## src/rtl/fitness_session_tracker.sv

```systemverilog
// -----------------------------------------------------------------------------
// fitness_session_tracker
//
// Workout-session engine. Accepts heart-rate / step samples over a valid/ready
// handshake while a session is ACTIVE, and accumulates steps, distance and
// elapsed seconds (all saturating). It also keeps a WIN-deep moving-average
// heart rate, a running maximum heart rate, and heart-rate / intensity classes.
//
// Optional feature macro: FST_HR_ALARM_EN
//   defined   -> consecutive-emergency-sample alarm counter is built.
//   undefined -> alarm output is tied low.
//
// Ports
//   clk, rst                  clock; asynchronous active-high reset
//   tick_1hz                  one-cycle seconds strobe
//   cmd_start/pause/stop      single-cycle session commands (stop > pause > start)
//   s_valid / s_ready         sample handshake; s_ready = (state == ACTIVE)
//   hr_in, steps_in, stride_in  sample payload (bpm, steps, stride in cm)
//   state                     IDLE=00 ACTIVE=01 PAUSED=10 DONE=11
//   total_steps, total_distance, time_elapsed   saturating accumulators
//   hr_avg, hr_max            moving-average and maximum heart rate
//   hr_class                  class of last accepted sample (00/01/10)
//   intensity                 class of hr_avg (00 warm-up, 01 fat-burn, 10 cardio)
//   upd                       one-cycle pulse after each accepted sample
//   alarm                     emergency alarm (see macro above)
// -----------------------------------------------------------------------------
module fitness_session_tracker #(
  parameter int HR_W     = 8,
  parameter int WIN      = 8,
  parameter int STEP_W   = 16,
  parameter int DIST_W   = 32,
  parameter int TIME_W   = 16,
  parameter int SAFE_MAX = 150,
  parameter int WARN_MAX = 180,
  parameter int WARM_MAX = 120,
  parameter int FAT_MAX  = 160,
  parameter int ALARM_N  = 4
) (
  input  logic              clk,
  input  logic              rst,
  input  logic              tick_1hz,
  input  logic              cmd_start,
  input  logic              cmd_pause,
  input  logic              cmd_stop,
  input  logic              s_valid,
  output logic              s_ready,
  input  logic [HR_W-1:0]   hr_in,
  input  logic [1:0]        steps_in,
  input  logic [7:0]        stride_in,
  output logic [1:0]        state,
  output logic [STEP_W-1:0] total_steps,
  output logic [DIST_W-1:0] total_distance,
  output logic [TIME_W-1:0] time_elapsed,
  output logic [HR_W-1:0]   hr_avg,
  output logic [HR_W-1:0]   hr_max,
  output logic [1:0]        hr_class,
  output logic [1:0]        intensity,
  output logic              upd,
  output logic              alarm
);

  localparam int LOG_W = $clog2(WIN);
  localparam int SUM_W = HR_W + LOG_W;

  localparam logic [HR_W-1:0] SAFE_MAX_V = HR_W'(SAFE_MAX);
  localparam logic [HR_W-1:0] WARN_MAX_V = HR_W'(WARN_MAX);
  localparam logic [HR_W-1:0] WARM_MAX_V = HR_W'(WARM_MAX);
  localparam logic [HR_W-1:0] FAT_MAX_V  = HR_W'(FAT_MAX);

  // Elaboration-time parameter sanity checks.
  if (WIN < 2 || WIN > 64 || (WIN & (WIN - 1)) != 0) begin : g_bad_win
    $error("WIN must be a power of two in 2..64");
  end
  if (ALARM_N < 1) begin : g_bad_alarm_n
    $error("ALARM_N must be at least 1");
  end
  if (DIST_W < 10) begin : g_bad_dist_w
    $error("DIST_W must hold a 10-bit per-sample distance");
  end

  typedef enum logic [1:0] {
    IDLE   = 2'b00,
    ACTIVE = 2'b01,
    PAUSED = 2'b10,
    DONE   = 2'b11
  } state_t;

  state_t state_q, state_d;
  logic   clear_start;
  logic   accept;

  // ---------------------------------------------------------------------------
  // Saturation and classification helpers
  // ---------------------------------------------------------------------------
  function automatic logic [STEP_W-1:0] sat_add_steps(input logic [STEP_W-1:0] a,
                                                      input logic [1:0]        b);
    logic [STEP_W:0] s;
    s = {1'b0, a} + {{(STEP_W-1){1'b0}}, b};
    return s[STEP_W] ? {STEP_W{1'b1}} : s[STEP_W-1:0];
  endfunction

  function automatic logic [DIST_W-1:0] sat_add_dist(input logic [DIST_W-1:0] a,
                                                     input logic [9:0]        b);
    logic [DIST_W:0] s;
    s = {1'b0, a} + {{(DIST_W-9){1'b0}}, b};
    return s[DIST_W] ? {DIST_W{1'b1}} : s[DIST_W-1:0];
  endfunction

  function automatic logic [TIME_W-1:0] sat_inc_time(input logic [TIME_W-1:0] a);
    logic [TIME_W:0] s;
    s = {1'b0, a} + (TIME_W+1)'(1);
    return s[TIME_W] ? {TIME_W{1'b1}} : s[TIME_W-1:0];
  endfunction

  function automatic logic [1:0] classify_hr(input logic [HR_W-1:0] hr);
    if (hr <= SAFE_MAX_V)      return 2'b00;
    else if (hr <= WARN_MAX_V) return 2'b01;
    else                       return 2'b10;
  endfunction

  function automatic logic [1:0] classify_avg(input logic [HR_W-1:0] avg);
    if (avg < WARM_MAX_V)      return 2'b00;
    else if (avg <= FAT_MAX_V) return 2'b01;
    else                       return 2'b10;
  endfunction

  // ---------------------------------------------------------------------------
  // Session state machine
  // ---------------------------------------------------------------------------
  always_ff @(posedge clk or posedge rst) begin
    if (rst) state_q <= IDLE;
    else     state_q <= state_d;
  end

  // clear_start marks a start that opens a fresh session (from IDLE or DONE).
  // In PAUSED a coincident pause outranks start, so the session stays paused.
  always_comb begin
    state_d     = state_q;
    clear_start = 1'b0;
    case (state_q)
      IDLE: begin
        if (cmd_start) begin
          state_d     = ACTIVE;
          clear_start = 1'b1;
        end
      end
      ACTIVE: begin
        if (cmd_stop)       state_d = DONE;
        else if (cmd_pause) state_d = PAUSED;
      end
      PAUSED: begin
        if (cmd_stop)       state_d = DONE;
        else if (cmd_pause) state_d = PAUSED;
        else if (cmd_start) state_d = ACTIVE;
      end
      DONE: begin
        if (cmd_start) begin
          state_d     = ACTIVE;
          clear_start = 1'b1;
        end
      end
      default: state_d = IDLE;
    endcase
  end

  assign state     = state_q;
  assign s_ready   = (state_q == ACTIVE);
  assign accept    = s_valid && s_ready;
  assign intensity = classify_avg(hr_avg);

  // ---------------------------------------------------------------------------
  // Moving-average window
  // ---------------------------------------------------------------------------
  logic [HR_W-1:0]  win_buf [WIN];
  logic [LOG_W-1:0] ptr_q;
  logic [SUM_W-1:0] sum_q, sum_d;
  logic             first_q;
  logic [9:0]       step_dist;

  assign step_dist = {8'b0, steps_in} * {2'b0, stride_in};

  // The first sample of a session fills the whole window so the average starts
  // at that sample instead of ramping up from zero.
  always_comb begin
    sum_d = sum_q;
    if (first_q) sum_d = {hr_in, {LOG_W{1'b0}}};
    else         sum_d = sum_q - SUM_W'(win_buf[ptr_q]) + SUM_W'(hr_in);
  end

  // ---------------------------------------------------------------------------
  // Accumulators (registered on the accepting edge)
  // ---------------------------------------------------------------------------
  always_ff @(posedge clk or posedge rst) begin
    if (rst) begin
      total_steps    <= '0;
      total_distance <= '0;
      time_elapsed   <= '0;
      hr_avg         <= '0;
      hr_max         <= '0;
      hr_class       <= 2'b00;
      upd            <= 1'b0;
      sum_q          <= '0;
      ptr_q          <= '0;
      first_q        <= 1'b1;
      for (int i = 0; i < WIN; i++) win_buf[i] <= '0;
    end else begin
      upd <= accept;
      if (clear_start) begin
        total_steps    <= '0;
        total_distance <= '0;
        time_elapsed   <= '0;
        hr_avg         <= '0;
        hr_max         <= '0;
        hr_class       <= 2'b00;
        sum_q          <= '0;
        ptr_q          <= '0;
        first_q        <= 1'b1;
      end else begin
        if (tick_1hz && state_q == ACTIVE)
          time_elapsed <= sat_inc_time(time_elapsed);
        if (accept) begin
          total_steps    <= sat_add_steps(total_steps, steps_in);
          total_distance <= sat_add_dist(total_distance, step_dist);
          if (hr_in > hr_max) hr_max <= hr_in;
          hr_class <= classify_hr(hr_in);
          sum_q    <= sum_d;
          hr_avg   <= sum_d[SUM_W-1:LOG_W];
          first_q  <= 1'b0;
          if (first_q) begin
            for (int i = 0; i < WIN; i++) win_buf[i] <= hr_in;
            ptr_q <= LOG_W'(1);
          end else begin
            win_buf[ptr_q] <= hr_in;
            ptr_q          <= ptr_q + LOG_W'(1);
          end
        end
      end
    end
  end

  // ---------------------------------------------------------------------------
  // Emergency alarm
  // ---------------------------------------------------------------------------
`ifdef FST_HR_ALARM_EN
  localparam int              CNT_W     = $clog2(ALARM_N + 1);
  localparam logic [CNT_W-1:0] ALARM_N_V = CNT_W'(ALARM_N);

  logic [CNT_W-1:0] emg_cnt_q, emg_cnt_d;
  logic             alarm_q;

  assign emg_cnt_d = (emg_cnt_q == ALARM_N_V) ? emg_cnt_q : emg_cnt_q + CNT_W'(1);

  always_ff @(posedge clk or posedge rst) begin
    if (rst) begin
      emg_cnt_q <= '0;
      alarm_q   <= 1'b0;
    end else if (clear_start) begin
      emg_cnt_q <= '0;
      alarm_q   <= 1'b0;
    end else if (accept) begin
      if (classify_hr(hr_in) == 2'b10) begin
        emg_cnt_q <= emg_cnt_d;
        if (emg_cnt_d == ALARM_N_V) alarm_q <= 1'b1;
      end else begin
        emg_cnt_q <= '0;
        alarm_q   <= 1'b0;
      end
    end
  end

  assign alarm = alarm_q;
`else
  assign alarm = 1'b0;
`endif

endmodule

```

## config.mk

```make
export PLATFORM = sky130hd
export DESIGN_NAME = fitness_session_tracker
export DESIGN_NICKNAME = d
export VERILOG_FILES = /design/src/rtl/fitness_session_tracker.sv
export SDC_FILE = /design/constraint.sdc
export NUM_CORES = 1
export LEC_CHECK = 0
export ABC_CLOCK_PERIOD_IN_PS = 6300
export BUFFER_PORTS_ARGS = -buffer_cell sky130_fd_sc_hd__clkbuf_2
export CAP_MARGIN = 10
export CORE_UTILIZATION = 45
export CTS_BUF_LIST = sky130_fd_sc_hd__clkbuf_8
export CTS_CLUSTER_DIAMETER = 150
export DETAILED_ROUTE_END_ITERATION = 10
export GPL_TIMING_DRIVEN = 0
export HOLD_SLACK_MARGIN = 0.06
export PLACE_DENSITY = 0.67
export SLEW_MARGIN = 10
export SYNTH_ARGS = -nofsm -noshare
export SYNTH_HDL_FRONTEND = slang
export SYNTH_SLANG_ARGS = --single-unit
```

## constraint.sdc

```tcl
create_clock -name clk -period 6.3 [get_ports clk]
set_input_delay 0.315 -clock clk [delete_from_list [all_inputs] [get_ports clk]]
set_output_delay 0.315 -clock clk [all_outputs]
set_load 0.03 [all_outputs]
```

==> metrics.txt <==
gr usage total 26.2%; hold path startpoint cmd_pause; number of synthesized register bits 156; die area 21400 µm²; RR Endpoint hr_avg[6]$_DFFE_PP0P_; Final #Nets 1234; DRT Pass-1 Iters 6; clk buf depth 2; Yosys warning count 0; CP max stage cell clkbuf_1; Worst Path Required 6.65 ns; number of global-route vias before repair 7996; Yosys cell types 79; CTS tree built; R2R Path Start ptr_q[1]$_DFFE_PP0P_; H-Tree Depth 4; io pins 114; Cell Area, Synth 9360 µm²; Worst R2R Setup Slack 1.83 ns; Placer Congestion 0.876; WHS Path Cells 3; critical path class reg -> reg; Die H 146 µm; power density over the cells 451 nW/µm²; Clock Pin Slew Worst Setup and Hold Paths 0.10 ns; EDFF count, synth 0; Final Instance Area 10700 µm²; Core Region 20300 µm²; critical path fanouts, max 10; diode count 0; transition time of the tightest slew-check pin 1.00 ns; post-synth net total 1101; worst path cell trace clkbuf_1 -> clkbuf_1 -> mux4_2 -> nand2_1 -> nand2_1 -> fa_1 -> inv_1 -> ha_1 -> a21o_1 -> a21oi_1 -> o2111ai_1 -> a311o_1 -> xnor2_1 -> a21oi_1; Yosys top cell area share 41.4%; CP peak stage delay 0.59 ns; final period utilization 70.9%; Detailed Route WL 26.9 mm; relative slew slack 33.2%; VDD IR max 0.182 mV; final std cells w/o fill 1436; root buffer cell clkbuf_8; R2R cell count 14; Leakage Power 5.04 nW; FP Rows 52; total CTS buffers 17; most frequent cell after synthesis dfrtp_1; placed insts 1403; final hold vios 0; Synth top cells by count dfrtp_1 (155), nand2_1 (144), o21ai_0 (89), inv_1 (87), a21oi_1 (56); Fmax achieved 224 MHz; drt wl/cell 18.7 µm; CP Launch Type register; setup TNS 0 ns; Die Wd 146 µm; area growth from synthesis to layout 14.5%; status finished, final reports clean; Max Slew Vio Count 0; vias 8294; total power 4.83 mW; Iteration-0 DRC Markers 699; PortBufs 112; Max Cap Violations 0; Initial Util 46.1%; Hold Worst Slack 0.105 ns; Hold Path Sink state[1]$_DFFE_PP0P_; final design utilization 52.8%; vias per cell 5.78; DRC 0; minimum clock period 4.47 ns; Main synth FF type dfrtp_1; DP Worst Slack 1.95 ns; Worst Path Buf+Inv 3; clk sink count 156; DRT antenna net count 0; RSZ-0062 raised after global routing no; Setup-failing EPs final 0; number of antenna violations at the first check in global routing 0; CP Data Arrival Time 4.82 ns; critical path endpoint category register; HP Class in -> reg; first-pass GRT wire length 43.6 mm; Post-DP HPWL 19.4 mm; final worst slack 1.83 ns; Syn Inst Count 1020; Async SR Flop Fraction 100%; top cells by area, synth dfrtp_1 (41%), nand2_1 (5.8%), ha_1 (5.2%), o21ai_0 (4.8%), fa_1 (3.6%); register area share after synthesis 41.7%; Setup Buffers After CTS 0; Synth area leader dfrtp_1; share of cells above drive strength 1 17.6%; Clock Skews 0.0129 ns; Area after DPL 10300 µm²; worst-skew pair later-pin latency 0.47 ns; Mean Syn Cell Area 9.18 µm²; crit-path leading delay family compound AO/OA/AOI/OAI gates; GRT Residual Overflow 0; largest net degree at the start of global routing 112
## repair_timing
action	CTS	global route
hold buffers	1	0
resized for setup	0	0
hold endpoints to repair	45	0
setup endpoints to repair	0	0
## placed cells by master (no fill, tap or decap), types with 12 or more instances in the layout
master    instances
a221oi_1         17
nand3_1          26
and2_1           13
clkbuf_2        112
nor3_1           27
a211oi_1         19
and3_1           18
nor2_1           55
nand2_1         144
dfrtp_1         155
clkbuf_1         32
o21ai_0          89
a21oi_1          56
ha_1             39
clkbuf_8         17
mux2i_1          13
a31oi_1          12
a21o_1           13
fa_1             17
inv_1            87
## registers in the layout, indices dropped and copies added (netlist names)
| register | cells |
|---|---|
| first_q | 1 |
| hr_avg | 8 |
| hr_class | 2 |
| hr_max | 8 |
| ptr_q | 3 |
| state | 2 |
| sum_q | 3 |
| time_elapsed | 16 |
| total_distance | 32 |
| total_steps | 16 |
| upd | 1 |
| win_buf | 64 |
## worst max-delay path by stage
| stage | cells past startpoint | start | endpoint | slack (ns) |
|---|---|---|---|---|
| after global routing | 14 | ptr_q[1]$_DFFE_PP0P_ | hr_avg[6]$_DFFE_PP0P_ | 1.58 |
| after global placement | 2 | rst | win_buf[38]$_DFFE_PP0P_ | -0.23 |
| final | 14 | ptr_q[1]$_DFFE_PP0P_ | hr_avg[6]$_DFFE_PP0P_ | 1.83 |
| after CTS | 14 | ptr_q[1]$_DFFE_PP0P_ | hr_avg[6]$_DFFE_PP0P_ | 1.92 |
| after floorplan | 1 | rst | hr_avg[0]$_DFFE_PP0P_ | 1.78 |
| after detailed placement | 14 | ptr_q[1]$_DFFE_PP0P_ | hr_avg[6]$_DFFE_PP0P_ | 1.95 |
## power by group
part | internal [mW] | switching, mW
logic | 0.946 | 1.57
clock network | 0.368 | 0.439
registers | 1.30 | 0.214
## layout make-up
type                    instances  area, µm²
flip-flops and latches        156       3910
multi-input cells             724       4880
plain buffers                  52        250
inverters                      88        338
repair buffers                114        598
clock buffers                  17        234
clock inverters                15        183
well taps                     270        338
fillers                      1959       9580
## worst register-to-register path: cells and delay by family (launching register included)
family          cells  cell delay (ns)
compound gates      5             1.18
mux                 1             0.43
flops               1             0.38
simple gates        2             0.22
buf+inv             3             1.09
xor+xnor            1             0.18
fa+ha+maj           2             0.86
## logic make-up after synthesis
logic type | after synthesis | share of synthesized area, %
other cells | 1 | 0.0401
simple gates | 341 | 17.7
flops | 156 | 41.7
mux | 31 | 4.52
compound gates | 285 | 20.1
fa+ha+maj | 56 | 8.85
buf+inv | 140 | 6.20
xor+xnor | 10 | 0.936
## per-layer routing
layer / part of all wire [%] / GRT usage (%) / up-vias
li1: - / - / 3897
met1: 45 / 37.0 / 4060
met2: 46 / 40.1 / 289
met3: 6.3 / 5.41 / 48
met4: 2.6 / 9.06 / 0
met5: 0 / 0 / -
(Power assumes the default switching activity.)
